<file path="src/rtl/button_pkg.sv">
// Shared types and timing helpers for the button_bank front end.
// Holds the channel FSM state enum, default timing constants and the tick divider.
package button_pkg;

  typedef enum logic [1:0] {
    ST_REL,
    ST_HELD,
    ST_LONG
  } btn_state_t;

  localparam int DEF_N_CH        = 4;
  localparam int DEF_CLK_HZ      = 100_000_000;
  localparam int DEF_SYNC_STAGES = 2;
  localparam int DEF_DEBOUNCE_MS = 20;
  localparam int DEF_LONG_MS     = 1000;
  localparam int DEF_REPEAT_MS   = 200;

  // Clock cycles per 1 ms tick.
  function automatic int ms_tick_div(input int clk_hz);
    return clk_hz / 1000;
  endfunction

endpackage

</file>
<file path="src/rtl/button_channel.sv">
// One button channel: synchroniser, tick-based debounce, edge detect,
// and the release/held/long FSM that produces long_press and auto-repeat.
//
// Ports:
//   clk, reset    system clock, synchronous active-high reset
//   tick          shared 1 ms strobe from the bank prescaler
//   noisy         raw asynchronous button input
//   repeat_en     auto-repeat enable while long-held
//   debounced     stable level
//   p_edge/n_edge 1-cycle pulses on debounced rise/fall
//   long_press    1-cycle pulse once per press after LONG_MS ticks
//   repeat_pulse  1-cycle pulse every REPEAT_MS ticks while long-held
//   press_evt     p_edge | repeat_pulse
module button_channel
  import button_pkg::*;
#(
  parameter int SYNC_STAGES = DEF_SYNC_STAGES,
  parameter int DEBOUNCE_MS = DEF_DEBOUNCE_MS,
  parameter int LONG_MS     = DEF_LONG_MS,
  parameter int REPEAT_MS   = DEF_REPEAT_MS
) (
  input  logic clk,
  input  logic reset,
  input  logic tick,
  input  logic noisy,
  input  logic repeat_en,
  output logic debounced,
  output logic p_edge,
  output logic n_edge,
  output logic long_press,
  output logic repeat_pulse,
  output logic press_evt
);

  localparam int DBW = $clog2(DEBOUNCE_MS + 1);
  localparam int HW  = $clog2(LONG_MS + 1);
  localparam int RW  = $clog2(REPEAT_MS + 1);

  if (SYNC_STAGES < 2) begin : g_bad_sync
    $error("button_channel: SYNC_STAGES must be >= 2");
  end
  if (DEBOUNCE_MS < 1) begin : g_bad_db
    $error("button_channel: DEBOUNCE_MS must be >= 1");
  end
  if (LONG_MS < 1) begin : g_bad_long
    $error("button_channel: LONG_MS must be >= 1");
  end
  if (REPEAT_MS < 1) begin : g_bad_rep
    $error("button_channel: REPEAT_MS must be >= 1");
  end

  logic [SYNC_STAGES-1:0] sync_q, sync_d;
  logic                   sy;

  logic           deb_q, deb_d;
  logic           deb_dly_q, deb_dly_d;
  logic [DBW-1:0] db_cnt_q, db_cnt_d;

  btn_state_t    state_q, state_d;
  logic [HW-1:0] hold_cnt_q, hold_cnt_d;
  logic [RW-1:0] rep_cnt_q, rep_cnt_d;
  logic          long_q, long_d;
  logic          rep_q, rep_d;

  // Synchroniser and debounce counter.
  always_comb begin
    sync_d   = {sync_q[SYNC_STAGES-2:0], noisy};
    sy       = sync_q[SYNC_STAGES-1];
    deb_d    = deb_q;
    db_cnt_d = db_cnt_q;
    if (sy == deb_q) begin
      db_cnt_d = '0;
    end else if (tick) begin
      if (db_cnt_q == DBW'(DEBOUNCE_MS - 1)) begin
        deb_d    = ~deb_q;
        db_cnt_d = '0;
      end else begin
        db_cnt_d = db_cnt_q + DBW'(1);
      end
    end
    deb_dly_d = deb_q;
  end

  // Edges are pure functions of registers, so they line up
  // with the first cycle of the new debounced level.
  assign p_edge = deb_q & ~deb_dly_q;
  assign n_edge = ~deb_q & deb_dly_q;

  // Press FSM. A release checked first means it beats any
  // threshold landing in the same cycle.
  always_comb begin
    state_d    = state_q;
    hold_cnt_d = hold_cnt_q;
    rep_cnt_d  = rep_cnt_q;
    long_d     = 1'b0;
    rep_d      = 1'b0;
    unique case (state_q)
      ST_REL: begin
        if (p_edge) begin
          state_d    = ST_HELD;
          hold_cnt_d = '0;
        end
      end
      ST_HELD: begin
        if (n_edge) begin
          state_d = ST_REL;
        end else if (tick) begin
          if (hold_cnt_q == HW'(LONG_MS - 1)) begin
            long_d    = 1'b1;
            state_d   = ST_LONG;
            rep_cnt_d = '0;
          end else begin
            hold_cnt_d = hold_cnt_q + HW'(1);
          end
        end
      end
      ST_LONG: begin
        if (n_edge) begin
          state_d = ST_REL;
        end else if (tick) begin
          if (rep_cnt_q == RW'(REPEAT_MS - 1)) begin
            rep_cnt_d = '0;
            rep_d     = repeat_en;
          end else begin
            rep_cnt_d = rep_cnt_q + RW'(1);
          end
        end
      end
      default: begin
        state_d = ST_REL;
      end
    endcase
  end

  always_ff @(posedge clk) begin
    if (reset) begin
      sync_q     <= '0;
      deb_q      <= 1'b0;
      deb_dly_q  <= 1'b0;
      db_cnt_q   <= '0;
      state_q    <= ST_REL;
      hold_cnt_q <= '0;
      rep_cnt_q  <= '0;
      long_q     <= 1'b0;
      rep_q      <= 1'b0;
    end else begin
      sync_q     <= sync_d;
      deb_q      <= deb_d;
      deb_dly_q  <= deb_dly_d;
      db_cnt_q   <= db_cnt_d;
      state_q    <= state_d;
      hold_cnt_q <= hold_cnt_d;
      rep_cnt_q  <= rep_cnt_d;
      long_q     <= long_d;
      rep_q      <= rep_d;
    end
  end

  assign debounced    = deb_q;
  assign long_press   = long_q;
  assign repeat_pulse = rep_q;
  assign press_evt    = p_edge | rep_q;

endmodule

</file>
<file path="src/rtl/button_bank.sv">
// N-channel button front end: shared 1 ms prescaler feeding N button_channel
// instances, plus the any_pressed summary.
//
// Ports:
//   clk, reset    system clock, synchronous active-high reset
//   noisy         raw button inputs, one per channel
//   repeat_en     per-channel auto-repeat enable
//   debounced     stable levels
//   p_edge/n_edge debounced rise/fall pulses
//   long_press    long-hold pulse per channel
//   repeat_pulse  auto-repeat pulse per channel
//   press_evt     counter increment strobe (p_edge | repeat_pulse)
//   any_pressed   OR of all debounced levels
module button_bank
  import button_pkg::*;
#(
  parameter int N_CH        = DEF_N_CH,
  parameter int CLK_HZ      = DEF_CLK_HZ,
  parameter int SYNC_STAGES = DEF_SYNC_STAGES,
  parameter int DEBOUNCE_MS = DEF_DEBOUNCE_MS,
  parameter int LONG_MS     = DEF_LONG_MS,
  parameter int REPEAT_MS   = DEF_REPEAT_MS
) (
  input  logic            clk,
  input  logic            reset,
  input  logic [N_CH-1:0] noisy,
  input  logic [N_CH-1:0] repeat_en,
  output logic [N_CH-1:0] debounced,
  output logic [N_CH-1:0] p_edge,
  output logic [N_CH-1:0] n_edge,
  output logic [N_CH-1:0] long_press,
  output logic [N_CH-1:0] repeat_pulse,
  output logic [N_CH-1:0] press_evt,
  output logic            any_pressed
);

  localparam int TICK_DIV = ms_tick_div(CLK_HZ);
  localparam int PW = (TICK_DIV > 1) ? $clog2(TICK_DIV) : 1;

  if (CLK_HZ < 1000 || (CLK_HZ % 1000) != 0) begin : g_bad_clk
    $error("button_bank: CLK_HZ must be a multiple of 1000 and >= 1000");
  end
  if (N_CH < 1) begin : g_bad_n
    $error("button_bank: N_CH must be >= 1");
  end

  logic [PW-1:0] pre_q, pre_d;
  logic          tick;

  // Free-running 0..TICK_DIV-1; tick marks the last count.
  always_comb begin
    tick  = (pre_q == PW'(TICK_DIV - 1));
    pre_d = tick ? '0 : pre_q + PW'(1);
  end

  always_ff @(posedge clk) begin
    if (reset) begin
      pre_q <= '0;
    end else begin
      pre_q <= pre_d;
    end
  end

  for (genvar i = 0; i < N_CH; i++) begin : g_ch
    button_channel #(
      .SYNC_STAGES (SYNC_STAGES),
      .DEBOUNCE_MS (DEBOUNCE_MS),
      .LONG_MS     (LONG_MS),
      .REPEAT_MS   (REPEAT_MS)
    ) u_ch (
      .clk          (clk),
      .reset        (reset),
      .tick         (tick),
      .noisy        (noisy[i]),
      .repeat_en    (repeat_en[i]),
      .debounced    (debounced[i]),
      .p_edge       (p_edge[i]),
      .n_edge       (n_edge[i]),
      .long_press   (long_press[i]),
      .repeat_pulse (repeat_pulse[i]),
      .press_evt    (press_evt[i])
    );
  end

  assign any_pressed = |debounced;

endmodule

</file>
<file path="config.mk">
export PLATFORM = sky130hd
export DESIGN_NAME = button_bank
export DESIGN_NICKNAME = d
export VERILOG_FILES = /design/src/rtl/button_pkg.sv /design/src/rtl/button_channel.sv /design/src/rtl/button_bank.sv
export SDC_FILE = /design/constraint.sdc
export NUM_CORES = 1
export LEC_CHECK = 0
export BUFFER_PORTS_ARGS = -buffer_cell sky130_fd_sc_hd__buf_4
export CAP_MARGIN = 40
export CORE_MARGIN = 2
export CORE_UTILIZATION = 40
export DETAILED_ROUTE_END_ITERATION = 7
export GPL_TIMING_DRIVEN = 0
export PLACE_DENSITY = 0.53
export SLEW_MARGIN = 15
export SYNTH_ARGS = -nofsm -noshare
export SYNTH_HDL_FRONTEND = slang
export SYNTH_SLANG_ARGS = --single-unit
</file>
<file path="constraint.sdc">
create_clock -name clk -period 2.5 [get_ports clk]
set_clock_uncertainty 0.2 [all_clocks]
set_input_delay 0.125 -clock clk [delete_from_list [all_inputs] [get_ports clk]]
set_output_delay 0.125 -clock clk [all_outputs]
set_load 0.03 [all_outputs]
</file>
---- After elaboration in Yosys (flattened, before gate mapping) ----
Cells that the tools add are included.
word-level totals
  output and inout bits ................... 25
  logic and storage cells ................. 274
  register bits ........................... 141
  input port bits ......................... 10
cells by class
  $add $sub $neg .......................... 13
  bitwise operators ....................... 37
  reductions and logical operators ........ 42
  eq/ne operators ......................... 65
  mux-type cells .......................... 80
operators with widths
  operator                                        count
  2-to-1 mux 8 bit                                24
  2-to-1 mux 10 bit                               16
  one-hot mux 10 bit (2 select lines)             4
  one-hot mux 8 bit (2 select lines)              4
  adder 10 x 1 -> 10 bit (second input constant)  4
  equality test 10 bit (second input constant)    4
  2-to-1 mux 2 bit                                20
  != test 2 bit (second input constant)           18
  adder 8 x 1 -> 8 bit (second input constant)    4
  equality test 8 bit (second input constant)     4
  != test 2 x 1 -> 1 bit (second input constant)  14
  NOT 1 bit                                       25
  one-hot mux 2 bit (3 select lines)              4
  AND reduction 6 bit                             4
  adder 5 x 1 -> 5 bit (second input constant)    4
  equality test 5 bit (second input constant)     4
  2-to-1 mux 5 bit                                4
  AND reduction 5 bit                             4
  OR reduction 4 bit                              5
  OR reduction 5 bit                              4
  adder 17 x 1 -> 17 bit (second input constant)  1
  equality test 17 bit (second input constant)    1
  AND reduction 4 bit                             4
  nonzero test 2 bit                              8
  other kinds (11)                                49

---- Longest topological paths before layout ----
Gate-level depths: netlist (run 1).
  depth in word-level cells ............... 5
  mapped depth ............................ 9
  depth with buffers taken out ............ 6

---- Hierarchy ----
From an unflattened synthesis (run 1), not the netlist that was laid out.
unflattened totals
  cells, all modules ...................... 865
  area, all modules ....................... 7229.4 µm²
by module, submodules not included
  module                              seq. area each (µm²)  times used  cells an instance  area each (µm²)
  button_channel at g_ch[1].u_ch ...  620.6                 2           202                1659.1
  button_channel at g_ch[0].u_ch      620.6                 1           186                1570.3
  button_channel at g_ch[3].u_ch      620.6                 1           186                1529.0
  button_bank                         340.3                 1           89                 812.0

---- Least setup slack after synthesis (run 1) ----
OpenSTA, ideal clock, no wires.
  path kind ............................... reg-to-reg
  from .................................... reg g_ch[3].u_ch.hold_cnt_q[0]
  to ...................................... reg g_ch[3].u_ch.rep_cnt_q[0]
  stages on the path, launching flop included .. 7
  arrival ................................. 1.881 ns
  setup slack ............................. 0.296 ns
  data required time ...................... 2.178 ns
  path buffers ............................ 0
  cells stage by stage .................... dfxtp_1 > ha_1 > nor4bb_1 > a41oi_1 > or3_1 > o21ai_2 > nor2_1
on the way
  longest elaborated chain between the ends .. 3
RTL lines
  element                           RTL line               text
  from (decl)                       button_channel.sv:60   logic [HW-1:0] hold_cnt_q, hold_cnt_d;
  from (signal assigned)            button_channel.sv:152  hold_cnt_q <= hold_cnt_d;
  equality test 10 bit              button_channel.sv:108  if (hold_cnt_q == HW'(LONG_MS - 1)) begin
  != test 2 x 1 -> 1 bit (no line)  -
  AND reduction 6 bit (no line)     -
  to (signal assigned)              button_channel.sv:153  rep_cnt_q <= rep_cnt_d;
  to (decl)                         button_channel.sv:61   logic [RW-1:0] rep_cnt_q, rep_cnt_d;
No other way between the ends.
A chain may end at the register's enable or synchronous reset.

---- Worst setup path in the final report (run 1) ----
  from .................................... reg pre_q[1]
  to ...................................... reg g_ch[2].u_ch.hold_cnt_q[5]
on the way
  longest elaborated chain between the ends .. 3
RTL lines
  element                        RTL line               text
  from (decl)                    button_bank.sv:47      logic [PW-1:0] pre_q, pre_d;
  from (signal assigned)         button_bank.sv:60      pre_q <= pre_d;
  equality test 17 bit           button_bank.sv:52      tick = (pre_q == PW'(TICK_DIV - 1));
  != test 2 bit (no line)        -
  AND reduction 5 bit (no line)  -
  to (signal assigned)           button_channel.sv:152
  to (decl)                      button_channel.sv:60
No other way between the ends.

==> run metrics, run 1 <==
initial antenna violation count=0; top cell type's share of synthesized area=0.3917; Rel. slew slack=0.4152; Worst Path Arrival=2500 ps; synth top area cells=dfxtp_1, nor2_1, nand2_1, xnor2_1, xor2_1; die width=between 100 and 150 um; Buf+Inv Stages, Crit Path=1; Detailed Place HPWL=12650 um; I/O pin cnt=35; FF/Latch Area=0.002824 mm^2; vias in the first global route=between 5000 and 6000; Max Fclk=421.5 MHz; Pre-antenna DRT Iters=6; slew at the pin closest to its max-slew limit=869.2 ps; clk_lat worst skew=about 420 ps; setup TNS=0 ps; H-tree depth=4; final WL=17840 um; RR Startpoint=pre_q[1]$_SDFF_PP0_; first-pass GRT wire length=29660 um; Post-synth EDFFs=0; Hold Crit Start=reset; RSZ-0062 raised after global routing=no; Synth Cell Area=roughly 0.0072 mm^2; Post-synth top flop=dfxtp_1; most common cell in the netlist=dfxtp_1; I/O Buffers=34; GRT Resource Usage Total=0.1891; R2R Setup Slk=130 ps; Vias=6219; ANT cells=0; Netlist cell types=73; CTS Buf Count=17; peak supply drop=479.5 uV; Slew Viols, Final=0; post-layout min period=approximately 2400 ps; fin worst setup slack=between 100 and 150 ps; die height=138.2 um; crit path capture type=flip-flop; Worst path max stage delay=540 ps; grt ovf=0; Top Family by Delay on Critical Path=simple AND/OR/NAND/NOR gates; LEAKAGE=3.200 nW; Final #Nets=916; gpl congestion=about 0.86; area of the multi-input gates=between 0.004 and 0.005 mm^2; routed vias/inst=about 5.5; CP Class=reg -> reg; final setup fails=0; Cell Chain, Critical Path=ha_2, and4_1, buf_6, and4_4, nand4_1, or4_1, o311ai_1; DR WL/cell=15.72 um; Yosys warning count=0; sequential area share after synthesis=0.3917; DRT antenna net count=0; Syn Inst Count=around 820; critical path required time=2620 ps; Mean Syn Cell Area=approximately 8.7 um^2; CTS clk-pin slew, worst paths=60 ps; Async SR Flop Fraction=0; clk root buf=clkbuf_16; share of post-route cells with drive strength above 1=0.1733; # fillers=~1700; die area=about 0.019 mm^2; core area=~0.018 mm^2; max_cap viols=0; nature of the critical path startpoint=flip-flop; clock buffer depth=2; Area Overhead vs Synth=20.21%; placed cell areas=0.007749 mm^2; CP max FO=10; TritonCTS clock tree=built; Critical-path top delay cell=or4_1; Placement Setup Slack=-152.8 ps; worst hold path type=in -> reg; largest net degree at the start of global routing=17; drc violations=0; Worst Setup SP=pre_q[1]$_SDFF_PP0_; final period utilization=0.9490; syn_nets=847; most frequent cells after synthesis=dfxtp_1, nor2_1, nand2_1, nand3_1, o21ai_0; Final Hold Fails=0; outcome=complete, no violations; Site Rows=49; Initial Utilization=0.4040; pwr dens=593.6 mW/mm^2; Synth area leader=dfxtp_1; fin area=0.008663 mm^2; synthesized flop and latch total=141; DR iter-0 viols=296; CTS Sinks=141
## state kept, by name, summed over array words and instances, names as in the netlist
signal	flops
g_ch.u_ch.hold_cnt_q	40
g_ch.u_ch.rep_cnt_q	32
g_ch.u_ch.db_cnt_q	20
pre_q	17
g_ch.u_ch.state_q	8
g_ch.u_ch.sync_q	8
g_ch.u_ch.deb_dly_q	4
g_ch.u_ch.debounced	4
g_ch.u_ch.long_press	4
g_ch.u_ch.repeat_pulse	4
## where the power goes
part	total, mW	internal, mW	leakage, nW	switching [mW]
Clock	2.78	1.78	0.315	1.01
Combinational	0.0974	0.0357	1.75	0.0618
Sequential	2.26	2.26	1.14	0.00654
Total	5.14	4.07	3.20	1.07
## metrics by stage
| step | power (mW) | std cells | util | hold slack, ps |
|---|---|---|---|---|
| final | 5.143 | 1135 | 0.4856 | 65.54 |
| after global routing | 5.320 | 1135 | 0.4856 | 78.99 |
| after CTS | 5.208 | 1129 | 0.4789 | 37.98 |
| after floorplan | 2.357 | 824 | - | 53.18 |
| after global placement | 2.398 | 1087 | 0.4343 | 133.8 |
| after detailed placement | 2.399 | 1087 | 0.4343 | 144.0 |
## layout make-up
cell class                      instances  share of cell area
Tap cell                              229             0.03307
Multi-Input combinational cell        614              0.4721
Buffer                                 44             0.03524
Timing Repair Buffer                   51             0.04824
Sequential cell                       141              0.3260
Inverter                               24             0.01083
Clock buffer                           18             0.04954
Clock inverter                         14             0.02499
## worst paths after layout
kind	endpoint	depth (start not counted)
setup / recovery	g_ch[2].u_ch.hold_cnt_q[5]$_SDFFE_PP0P_	7
setup reg to reg	g_ch[2].u_ch.hold_cnt_q[5]$_SDFFE_PP0P_	7
hold reg to reg	pre_q[0]$_SDFF_PP0_	1
hold / removal	g_ch[0].u_ch.hold_cnt_q[3]$_SDFFE_PP0P_	4
## what timing repair did
| item | in CTS | in global routing |
|---|---|---|
| hold endpoints to repair | 14 | 0 |
| buffers inserted | 2 | 6 |
| gates resized for setup | 7 | 13 |
| setup endpoints to repair | 65 | 68 |
| pin swaps | 1 | 5 |
| hold buffers | 9 | 0 |
## layout by cell type, fill, tap and decap left out, types with 6 or more instances in the layout
cell	n
clkbuf_1	11
nor3_1	23
nand4_1	25
or4_1	6
dfxtp_1	140
xnor2_1	26
and3_1	17
nand2_1	66
nor4_1	17
o21ai_0	30
mux2i_1	9
nand3_1	39
xor2_1	25
nor2_1	90
clkbuf_16	17
nor2b_1	25
or2_2	6
a31oi_1	16
buf_4	69
a21oi_1	27
and4_1	8
ha_1	12
nand2b_1	29
inv_1	21
dlygate4sd3_1	9
o211ai_1	7
## per-layer routing
layer	vias to the layer above	track usage	share of wire
met5	-	0	0
met3	15	0.04468	0.035
li1	3114	-	-
met2	111	0.3236	0.48
met1	2979	0.2415	0.48
met4	0	0.04672	0.011
## cells by family after synthesis
| family | after synthesis | synth area share |
|---|---|---|
| buffers and inverters | 69 | 0.05260 |
| multiplexers | 10 | 0.01406 |
| XOR/XNOR | 51 | 0.06198 |
| flip-flops | 141 | 0.3917 |
| AO/OA/AOI/OAI | 141 | 0.1405 |
| adder cells (fa/ha/maj) | 13 | 0.02257 |
| AND/OR/NAND/NOR | 399 | 0.3167 |
## worst register-to-register path, delay by kind of cell, from the launching register on
kind                       cells  cell delay, ps
AOI/OAI and AO/OA              1              80
and+or+nand+nor                4            1280
DFF                            1             350
buffers and inverters          1             160
adders and majority gates      1             200
(Power assumes the default switching activity.)
==> run 2, diff against run 1 <==
- CORE_UTILIZATION: 40 -> 38
- PLACE_DENSITY: 0.53 -> 0.51
- SLEW_MARGIN: 15 -> unset
==> run 2 against run 1 <==
Effect of this change: power down 4.1%; die area up 5.1%; fmax down 0.64%; utilization down 2.4 points; flip-flop and latch count unchanged; non-clock buffer count down 1; critical path type unchanged; largest power group unchanged.
==> run metrics, run 2 (synthesis results as in run 1) <==
Final #Nets=915 (-0.11%); final period utilization=0.9551 (+0.006114); crit path capture type=flip-flop; LEAKAGE=3.173 nW (-0.85%); gpl congestion=0.8376 (-2.2%); share of post-route cells with drive strength above 1=0.1692 (-0.004041); TritonCTS clock tree=built; grt ovf=0 (unchanged); vias in the first global route=5959 (-0.58%); I/O Buffers=34 (unchanged); GRT Resource Usage Total=0.1876 (-0.001448); slew at the pin closest to its max-slew limit=891.9 ps (+22.78 ps); peak supply drop=475.5 uV (-0.85%); initial antenna violation count=0 (unchanged); nature of the critical path startpoint=flip-flop; Site Rows=50 (+2.0%); most common cell after layout, fill and taps aside=dfxtp_1; most flop-heavy register=g_ch.u_ch.hold_cnt_q; worst hold path type=in -> reg; Pre-antenna DRT Iters=7 (+1); final setup fails=0 (unchanged); Area Overhead vs Synth=19.41%; die area=0.02008 mm^2 (+5.1%); CTS Sinks=141 (unchanged); final WL=18530 um (+3.9%); max_cap viols=0 (unchanged); critical path required time=2660 ps (+40 ps); RSZ-0062 raised after global routing=no; die height=141.7 um (+2.5%); I/O pin cnt=35 (unchanged); # fillers=1823 (+5.4%); total power=4.934 mW (-4.1%); clk_lat worst skew=410 ps (about the same); largest net degree at the start of global routing=17 (unchanged); Top Registers=g_ch.u_ch.hold_cnt_q x40, g_ch.u_ch.rep_cnt_q x32, g_ch.u_ch.db_cnt_q x20; drc violations=0 (unchanged); clk root buf=clkbuf_16; core area=0.01864 mm^2 (+4.5%); outcome=complete, no violations; Final Hold Fails=0 (unchanged); CP max FO=10 (unchanged); pwr dens=573.3 mW/mm^2 (-3.4%); CTS Buf Count=17 (unchanged); Max Fclk=418.8 MHz (-0.64%); post-layout min period=2388 ps (+15.29 ps); routed vias/inst=5.504 (+0.46%); CTS clk-pin slew, worst paths=60 ps (about the same); Hold Crit Start=reset; Slew Viols, Final=0 (unchanged); CP Class=reg -> reg; H-tree depth=4 (unchanged); Rel. slew slack=0.4054 (-0.009840); die width=141.7 um (+2.5%); RR Startpoint=pre_q[1]$_SDFF_PP0_; DR iter-0 viols=381 (+29%); Hold Slack=41.69 ps (-23.85 ps); Detailed Place HPWL=12970 um (+2.5%); first-pass GRT wire length=29970 um (+1.0%); Initial Utilization=0.3866 (-0.01738); DR WL/cell=16.29 um (+3.6%); Worst Path Arrival=2540 ps (+40 ps); max reg flops=40 (unchanged); Vias=6264 (+0.72%); Worst Setup SP=pre_q[1]$_SDFF_PP0_; clock buffer depth=2 (unchanged); most frequent cells in the layout=dfxtp_1, nor2_1, buf_4; ANT cells=0 (unchanged); DRT antenna net count=0 (unchanged)
run 2: cell types whose count changed in the layout (fill, tap and decap cells not counted), sizes merged:
cell / before / now
clkbuf: 28 / 38
clkinv: 8 / 4
buf: 76 / 73
bufinv: 5 / 2
inv: 23 / 21
run 2: critical path: stages (launching register included):
cell     delay (ps)
dfxtp_1         350
ha_2            210
and4_1          210
buf_6           160
and4_4          310
buf_8           170
nand3_1         130
or4_1           530
nand2_1          60
run 2: where the power goes:
part / internal [mW] / switching, mW
logic: 0.0371 / 0.0646
registers: 2.26 / 0.00667
clock network: 1.65 / 0.919
total: 3.94 / 0.991
run 2: metrics by stage:
step	std cells	util	cell area (um^2)	worst slack, ps	TNS, ps
final	1138	0.4616	8606	112.3	0
after global routing	1138	0.4616	8606	5.373	0
after CTS	1133	0.4566	8513	17.55	0
after detailed placement	1092	0.4160	7755	-148.3	-2738
after global placement	1092	0.4160	7755	-146.1	-2132
after floorplan	824	-	7207	296.4	0
run 2: path summary, 6_finish.rpt:
| check | to | slack (ps) | cells after the start |
|---|---|---|---|
| setup / recovery | g_ch[3].u_ch.hold_cnt_q[8]$_SDFFE_PP0P_ | 110 | 8 |
| hold / removal | g_ch[3].u_ch.long_press$_SDFF_PP0_ | 40 | 4 |
| setup reg to reg | g_ch[3].u_ch.hold_cnt_q[8]$_SDFFE_PP0P_ | 110 | 8 |
| hold reg to reg | g_ch[2].u_ch.sync_q[1]$_SDFF_PP0_ | 240 | 1 |
run 2: routing by layer:
layer | GRT usage | up-vias | share of wire
met2 | 0.3056 | 139 | 0.47
li1 | - | 3119 | -
met4 | 0.06368 | 0 | 0.014
met5 | 0 | - | 0
met3 | 0.03949 | 22 | 0.046
met1 | 0.2479 | 2984 | 0.47
run 2: repair_timing:
action,CTS,global route
pin swaps,3,9
setup buffers,1,5
cloned,0,0
hold buffers,9,0
gates resized for setup,8,11
hold endpoints to repair,11,0
setup endpoints to repair,60,73
run 2: area by class of cell:
cell class	instances	area [um^2]	share of cell area
multi-input cells	614	4089	0.4751
flip-flops and latches	141	2824	0.3281
clock buffers	26	529.3	0.06150
repair buffers	49	390.4	0.04536
plain buffers	45	309.0	0.03591
well taps	234	292.8	0.03402
inverters	24	93.84	0.01090
clock inverters	5	77.57	0.009014
